`config.mk`:
```
export PLATFORM = sky130hd
export DESIGN_NAME = sram_burst_sequencer
export DESIGN_NICKNAME = d
export VERILOG_FILES = /design/src/rtl/sram_pkg.sv /design/src/rtl/sram_rd_fifo.sv /design/src/rtl/sram_burst_sequencer.sv
export SDC_FILE = /design/constraint.sdc
export NUM_CORES = 1
export LEC_CHECK = 0
export CORE_MARGIN = 10
export CORE_UTILIZATION = 35
export CTS_CLUSTER_DIAMETER = 120
export CTS_CLUSTER_SIZE = 28
export DETAILED_ROUTE_END_ITERATION = 10
export PLACE_DENSITY_LB_ADDON = 0.08
export RECOVER_POWER = 25
export REMOVE_ABC_BUFFERS = 1
export SYNTH_ARGS = -nofsm -noshare
export SYNTH_HDL_FRONTEND = slang
export SYNTH_SLANG_ARGS = --single-unit
```
`constraint.sdc`:
```
create_clock -name clk -period 5.2 [get_ports clk]
set_input_delay 1.04 -clock clk [delete_from_list [all_inputs] [get_ports clk]]
set_output_delay 1.04 -clock clk [all_outputs]
set_load 0.01 [all_outputs]
```
`src/rtl/sram_pkg.sv`:
```
// Shared types and constants for the SRAM burst sequencer.
package sram_pkg;

    localparam int ADDR_W = 18;
    localparam int DATA_W = 16;

    typedef enum logic [2:0] {
        IDLE     = 3'd0,
        RD_ISSUE = 3'd1,
        RD_WAIT  = 3'd2,
        WR_ISSUE = 3'd3,
        WR_WAIT  = 3'd4
    } state_t;

    // Burst length field: 0 stands for a full 256-word burst.
    function automatic logic [8:0] decode_len(input logic [7:0] len);
        return (len == 8'd0) ? 9'd256 : {1'b0, len};
    endfunction

endpackage

```
`src/rtl/sram_rd_fifo.sv`:
```
// Read-return FIFO between the SRAM controller and the rdata stream.
// A push while full is accepted only when a pop happens in the same cycle.
module sram_rd_fifo #(
    parameter int DATA_W     = 16,
    parameter int FIFO_DEPTH = 4
) (
    input  logic              clk,
    input  logic              rst,
    input  logic              push,
    input  logic [DATA_W-1:0] push_data,
    input  logic              pop,
    output logic [DATA_W-1:0] pop_data,
    output logic              full,
    output logic              empty
);

    localparam int PTR_W = (FIFO_DEPTH > 1) ? $clog2(FIFO_DEPTH) : 1;
    localparam int CNT_W = $clog2(FIFO_DEPTH + 1);

    logic [DATA_W-1:0] mem [FIFO_DEPTH];
    logic [PTR_W-1:0]  wr_ptr;
    logic [PTR_W-1:0]  rd_ptr;
    logic [CNT_W-1:0]  count;
    logic              do_push;
    logic              do_pop;

    function automatic logic [PTR_W-1:0] next_ptr(input logic [PTR_W-1:0] p);
        if (p == PTR_W'(FIFO_DEPTH - 1)) begin
            return '0;
        end
        return p + 1'b1;
    endfunction

    assign do_pop   = pop && !empty;
    assign do_push  = push && (!full || do_pop);
    assign full     = (count == CNT_W'(FIFO_DEPTH));
    assign empty    = (count == '0);
    assign pop_data = mem[rd_ptr];

    // Storage: contents need no reset, pointers define validity.
    always_ff @(posedge clk) begin
        if (do_push) begin
            mem[wr_ptr] <= push_data;
        end
    end

    // Pointer and occupancy tracking; reset flushes the FIFO.
    always_ff @(posedge clk or posedge rst) begin
        if (rst) begin
            wr_ptr <= '0;
            rd_ptr <= '0;
            count  <= '0;
        end else begin
            if (do_push) begin
                wr_ptr <= next_ptr(wr_ptr);
            end
            if (do_pop) begin
                rd_ptr <= next_ptr(rd_ptr);
            end
            case ({do_push, do_pop})
                2'b10:   count <= count + 1'b1;
                2'b01:   count <= count - 1'b1;
                default: count <= count;
            endcase
        end
    end

endmodule

```
`src/rtl/sram_burst_sequencer.sv`:
```
// Splits read/write bursts into single-word SRAM controller commands,
// one outstanding at a time, with a per-command completion timeout.
//
// state    | meaning
// ---------|---------------------------------------------------------
// IDLE     | waiting for a burst request (req_ready high)
// RD_ISSUE | next read is issued as soon as the return FIFO has room
// RD_WAIT  | ctl_read_en held until ctl_read_valid or timeout
// WR_ISSUE | waiting for the next write word (wdata_ready high)
// WR_WAIT  | ctl_wr_en held until ctl_wr_valid or timeout
module sram_burst_sequencer #(
    parameter int ADDR_W     = 18,
    parameter int DATA_W     = 16,
    parameter int FIFO_DEPTH = 4,
    parameter int TIMEOUT    = 255
) (
    input  logic              clk,
    input  logic              rst,
    input  logic              req_valid,
    output logic              req_ready,
    input  logic              req_write,
    input  logic [ADDR_W-1:0] req_addr,
    input  logic [7:0]        req_len,
    input  logic              wdata_valid,
    output logic              wdata_ready,
    input  logic [DATA_W-1:0] wdata,
    output logic              rdata_valid,
    input  logic              rdata_ready,
    output logic [DATA_W-1:0] rdata,
    output logic              ctl_read_en,
    output logic              ctl_wr_en,
    output logic [ADDR_W-1:0] ctl_address,
    output logic [DATA_W-1:0] ctl_wr_data,
    input  logic              ctl_read_valid,
    input  logic              ctl_wr_valid,
    input  logic [DATA_W-1:0] ctl_read_data,
    output logic              busy,
    output logic              err
);

    import sram_pkg::*;

    localparam int WAIT_W = $clog2(TIMEOUT + 1);

    state_t            state;
    state_t            state_nxt;
    logic [ADDR_W-1:0] addr;
    logic [ADDR_W-1:0] addr_nxt;
    logic [8:0]        remain;
    logic [8:0]        remain_nxt;
    logic [WAIT_W-1:0] wait_cnt;
    logic [WAIT_W-1:0] wait_cnt_nxt;
    logic [ADDR_W-1:0] ctl_address_nxt;
    logic [DATA_W-1:0] ctl_wr_data_nxt;
    logic              err_nxt;
    logic              wait_expired;
    logic              fifo_push;
    logic              fifo_pop;
    logic              fifo_full;
    logic              fifo_empty;

    // Command enables are pure state decodes, so reset kills them at once.
    assign req_ready   = (state == IDLE);
    assign busy        = (state != IDLE);
    assign wdata_ready = (state == WR_ISSUE);
    assign ctl_read_en = (state == RD_WAIT);
    assign ctl_wr_en   = (state == WR_WAIT);
    assign rdata_valid = !fifo_empty;
    assign fifo_pop    = rdata_valid && rdata_ready;

    // The counter would reach TIMEOUT on this edge.
    assign wait_expired = (wait_cnt == WAIT_W'(TIMEOUT - 1));

    // Next-state, address/count advance and command register updates.
    always_comb begin
        state_nxt       = state;
        addr_nxt        = addr;
        remain_nxt      = remain;
        wait_cnt_nxt    = wait_cnt;
        ctl_address_nxt = ctl_address;
        ctl_wr_data_nxt = ctl_wr_data;
        err_nxt         = err;
        fifo_push       = 1'b0;
        case (state)
            IDLE: begin
                if (req_valid) begin
                    addr_nxt   = req_addr;
                    remain_nxt = decode_len(req_len);
                    state_nxt  = req_write ? WR_ISSUE : RD_ISSUE;
                end
            end
            RD_ISSUE: begin
                if (!fifo_full) begin
                    ctl_address_nxt = addr;
                    wait_cnt_nxt    = '0;
                    state_nxt       = RD_WAIT;
                end
            end
            RD_WAIT: begin
                if (ctl_read_valid) begin
                    fifo_push  = 1'b1;
                    addr_nxt   = addr + 1'b1;
                    remain_nxt = remain - 1'b1;
                    state_nxt  = (remain == 9'd1) ? IDLE : RD_ISSUE;
                end else if (wait_expired) begin
                    err_nxt   = 1'b1;
                    state_nxt = IDLE;
                end else begin
                    wait_cnt_nxt = wait_cnt + 1'b1;
                end
            end
            WR_ISSUE: begin
                if (wdata_valid) begin
                    ctl_wr_data_nxt = wdata;
                    ctl_address_nxt = addr;
                    wait_cnt_nxt    = '0;
                    state_nxt       = WR_WAIT;
                end
            end
            WR_WAIT: begin
                if (ctl_wr_valid) begin
                    addr_nxt   = addr + 1'b1;
                    remain_nxt = remain - 1'b1;
                    state_nxt  = (remain == 9'd1) ? IDLE : WR_ISSUE;
                end else if (wait_expired) begin
                    err_nxt   = 1'b1;
                    state_nxt = IDLE;
                end else begin
                    wait_cnt_nxt = wait_cnt + 1'b1;
                end
            end
            default: state_nxt = IDLE;
        endcase
    end

    // State, burst bookkeeping and controller command registers.
    always_ff @(posedge clk or posedge rst) begin
        if (rst) begin
            state       <= IDLE;
            addr        <= '0;
            remain      <= '0;
            wait_cnt    <= '0;
            ctl_address <= '0;
            ctl_wr_data <= '0;
            err         <= 1'b0;
        end else begin
            state       <= state_nxt;
            addr        <= addr_nxt;
            remain      <= remain_nxt;
            wait_cnt    <= wait_cnt_nxt;
            ctl_address <= ctl_address_nxt;
            ctl_wr_data <= ctl_wr_data_nxt;
            err         <= err_nxt;
        end
    end

    sram_rd_fifo #(
        .DATA_W     (DATA_W),
        .FIFO_DEPTH (FIFO_DEPTH)
    ) u_rd_fifo (
        .clk       (clk),
        .rst       (rst),
        .push      (fifo_push),
        .push_data (ctl_read_data),
        .pop       (fifo_pop),
        .pop_data  (rdata),
        .full      (fifo_full),
        .empty     (fifo_empty)
    );

endmodule

```
==> metrics.md <==
| Metric | Value |
|---|---|
| Post-synth cell types | `55` |
| DIE WIDTH | `156 µm` |
| Ports | `123` |
| Largest net degree at the start of global routing | `51` |
| Routed Antenna Nets | `0` |
| IO buf count | `122` |
| Hold WC Path Type | `reg2reg` |
| DP Worst Slack | `1.87 ns` |
| Fin crit share | `70.4%` |
| Post-synth EDFFs | `64` |
| Max-cap violations | `1` |
| Setup crit start kind | `flop` |
| CP Data Arrival Time | `2.62 ns` |
| Placer congestion estimate | `0.771` |
| Layer with the highest usage | `met2` |
| Die Y-Extent | `156 µm` |
| Syn Area/Cell | `13.0 µm²` |
| Failing checks | `capacitance limit, slew limit` |
| Clock transition at path regs | `0.06 ns` |
| PwrDens | `609 mW/mm²` |
| Post-synthesis mux area share | `12.2%` |
| Final worst path period need | `3.66 ns` |
| Complex-gate fraction of the synthesized area | `10.7%` |
| Site row count | `49` |
| Congestion Overflow GR | `0` |
| Worst skew pair latency | `0.42 ns` |
| Clock skew | `0.00730 ns` |
| Fillers | `1688` |
| Fraction of layout cells with a size suffix above 1 | `15.1%` |
| Drt pass-1 iters | `4` |
| GRT met1 Usage | `15.5%` |
| Peak supply drop | `249 µV` |
| RSZ-0062 raised after global routing | `no` |
| Layout overhead on the synthesized area | `31.8%` |
| Clock root cell | `clkbuf_16` |
| Register bit total from synthesis | `144` |
| Final HPWL DP | `11000 µm` |
| Top-area cell type share of the netlist area | `31.1%` |
| Crit. End Element | `primary output` |
| Post-route cell area | `0.00849 mm²` |
| Slew HR | `-30.5%` |
| Final Net Count | `694` |
| Grt met3 use | `4.38%` |
| Met2 usage | `22.1%` |
| First-pass GRT wire length | `25800 µm` |
| Async set or reset register ratio after synthesis | `55.6%` |
| Setup bufs post-CTS | `0` |
| Peak Freq | `273 MHz` |
| Worst Path Required | `4.16 ns` |
| Setup TNS Final | `0 ns` |
| Starting DRT DRC Count | `212` |
| WL final | `15500 µm` |
| Num CTS Buffers | `17` |
| Max Buffers Root-to-Sink | `2` |
| Via count | `4436` |
| Setup Crit Path Kind | `reg2out` |
| CTS tree | `yes` |
| Initial Utilization | `35.7%` |
| Avg Vias per Cell | `5.17` |
| Adder-Cell Fraction of Synth Area | `2.45%` |
| Max-slew violations | `43` |
| Initial antenna violation count | `0` |
| Gr usage total | `13.2%` |
| Largest family of logic cells by synthesized area | `multiplexers` |
| Die ar. | `0.0242 mm²` |
| Top post-synthesis cells by area | `dfrtp_1, edfxtp_1, mux2_2` |
| Post-route setup slack | `1.54 ns` |
| Ys Warns | `0` |
| Post-DP Area | `0.00790 mm²` |
| Mapped Area | `0.00644 mm²` |
| Synth Area in Simple Gates | `10.4%` |
| N_diodes | `0` |
| Clock sinks | `144` |
| Hold Fails Final Rpt | `0` |
| Seq/Total Area, Yosys | `60.9%` |
| Core Box Area | `0.0180 mm²` |
| Vias in the first global route | `4829` |
| Mapped Cells | `496` |
| Hold-fix buffers, CTS | `0` |
| CP max FO | `19` |
| Slew @ Worst Pin | `1.95 ns` |
| H-tree levels | `4` |
| Leakage | `3.18 nW` |
| Main synth FF type | `dfrtp_1` |
| Post-Synth XOR/XNOR Area | `0.544%` |
| Drt drc | `0` |
| Leading area contributor after synthesis | `dfrtp_1` |
| PostCTS Resize Cnt | `0` |
| Drt wl/cell | `18.1 µm` |
| Status | `finished, violations left` |
| Final setup vio count | `0` |
-- final timing paths --
check / from / to / slack, ns / cells past startpoint
min in group asynchronous: rst / ctl_wr_data[0]$_DFFE_PP0P_ / 1.56 / 2
worst min register to register: u_rd_fifo.count[2]$_DFFE_PP0P_ / u_rd_fifo.count[2]$_DFFE_PP0P_ / 0.50 / 1
worst max register to register: state[1]$_DFFE_PP0P_ / addr[12]$_DFFE_PP0P_ / 2.64 / 5
max in group asynchronous: rst / u_rd_fifo.count[0]$_DFFE_PP0P_ / 2.35 / 3
worst min-delay path: u_rd_fifo.count[2]$_DFFE_PP0P_ / u_rd_fifo.count[2]$_DFFE_PP0P_ / 0.50 / 1
worst max-delay path: u_rd_fifo.rd_ptr[0]$_DFFE_PP0P_ / rdata[4] / 1.54 / 2
-- area by class of cell --
| class | instances | area, µm² | share of cell area, % |
|---|---|---|---|
| clock buffer | 18 | 429 | 5.05 |
| clock inverter | 14 | 165 | 1.95 |
| inverter | 21 | 80.1 | 0.943 |
| multi-input combinational | 306 | 2350 | 27.7 |
| sequential | 144 | 3920 | 46.2 |
| tap | 229 | 287 | 3.37 |
| timing repair buffer | 126 | 1250 | 14.7 |
-- registers in the layout, indices dropped and copies added, names as in the netlist --
name,flops
addr,18
ctl_address,18
ctl_wr_data,16
err,1
remain,9
state,3
u_rd_fifo.count,3
u_rd_fifo.mem,64
u_rd_fifo.rd_ptr,2
u_rd_fifo.wr_ptr,2
wait_cnt,8
-- cell families (layout without fill, tap and decap cells) --
kind of cell	after synthesis	in the layout
AO/OA/AOI/OAI	106	106
XOR/XNOR	4	4
adder cells (fa/ha/maj)	12	12
buffers and inverters	46	179
flip-flops	144	144
multiplexers	54	54
AND/OR/NAND/NOR	130	130
-- routing by layer --
layer / up-vias / wire length [µm] / part of all wire [%]
met4: 0 / 155 / 1.0
met5: - / 0 / 0
met3: 15 / 860 / 5.5
met1: 2205 / 6640 / 43
li1: 2115 / - / -
met2: 101 / 7860 / 51
-- stage by stage --
| step | std cells | utilization [%] | hold slack, ns | power (mW) |
|---|---|---|---|---|
| after global routing | 858 | 47.1 | 0.516 | 5.54 |
| after floorplan | 471 | - | 0.460 | 3.07 |
| final | 858 | 47.1 | 0.501 | 5.17 |
| after detailed placement | 826 | 43.8 | 0.487 | 4.01 |
| after global placement | 826 | 43.8 | 0.483 | 3.95 |
| after CTS | 858 | 47.1 | 0.501 | 5.24 |
-- cell usage in the layout, fill, tap and decap left out, types with 4 or more instances in the layout --
cell	instances
a21oi_1	30
a2bb2oi_1	10
a31oi_1	4
and2_1	6
and4_1	4
buf_4	4
clkbuf_16	17
clkdlybuf4s50_1	105
dfrtp_1	80
dlygate4sd3_1	17
edfxtp_1	64
ha_1	11
inv_1	20
mux2_2	35
mux4_2	16
nand2_1	41
nand3_1	14
nand4_1	7
nor2_1	24
nor3_1	6
nor4_1	4
o21ai_0	22
o22a_1	4
o22ai_1	9
o31ai_1	4
-- critical path: stages, from the launching register on --
cell	delay [ns]
dfrtp_1	1.06
mux4_2	0.62
clkdlybuf4s50_1	0.51
-- cell usage after synthesis, types with 2 or more instances --
cell and count:
buf_2 10, xnor2_1 2, mux4_2 16, nor4_1 4, and4_1 4, o22a_1 4
o31a_1 3, a211o_1 3, nand4_1 7, o21ai_0 23, xor2_1 2, nor3_1 6
nor3b_1 2, nand3_1 14, nor2b_1 2, dfrtp_1 80, edfxtp_1 64, nor4_2 2
a2bb2oi_1 10, a31oi_1 4, o221ai_1 2, or4_1 2, nand2b_1 2, o31ai_1 4
mux2i_1 3, a22oi_1 2, o22ai_1 9, clkbuf_1 15, a21oi_1 30, mux2_2 35
inv_1 21, o21a_1 2, or3_1 3, and2_1 6, and3_1 3, ha_1 11
nand2_1 41, a21o_1 2, nor2_1 25
-- report_power, final --
part           total (mW)  internal (mW)  switching (mW)
Sequential           1.88           1.53           0.353
Clock                1.22          0.751           0.470
Combinational        2.06           1.09           0.972
Note: power is estimated with default switching activity, not from simulation.
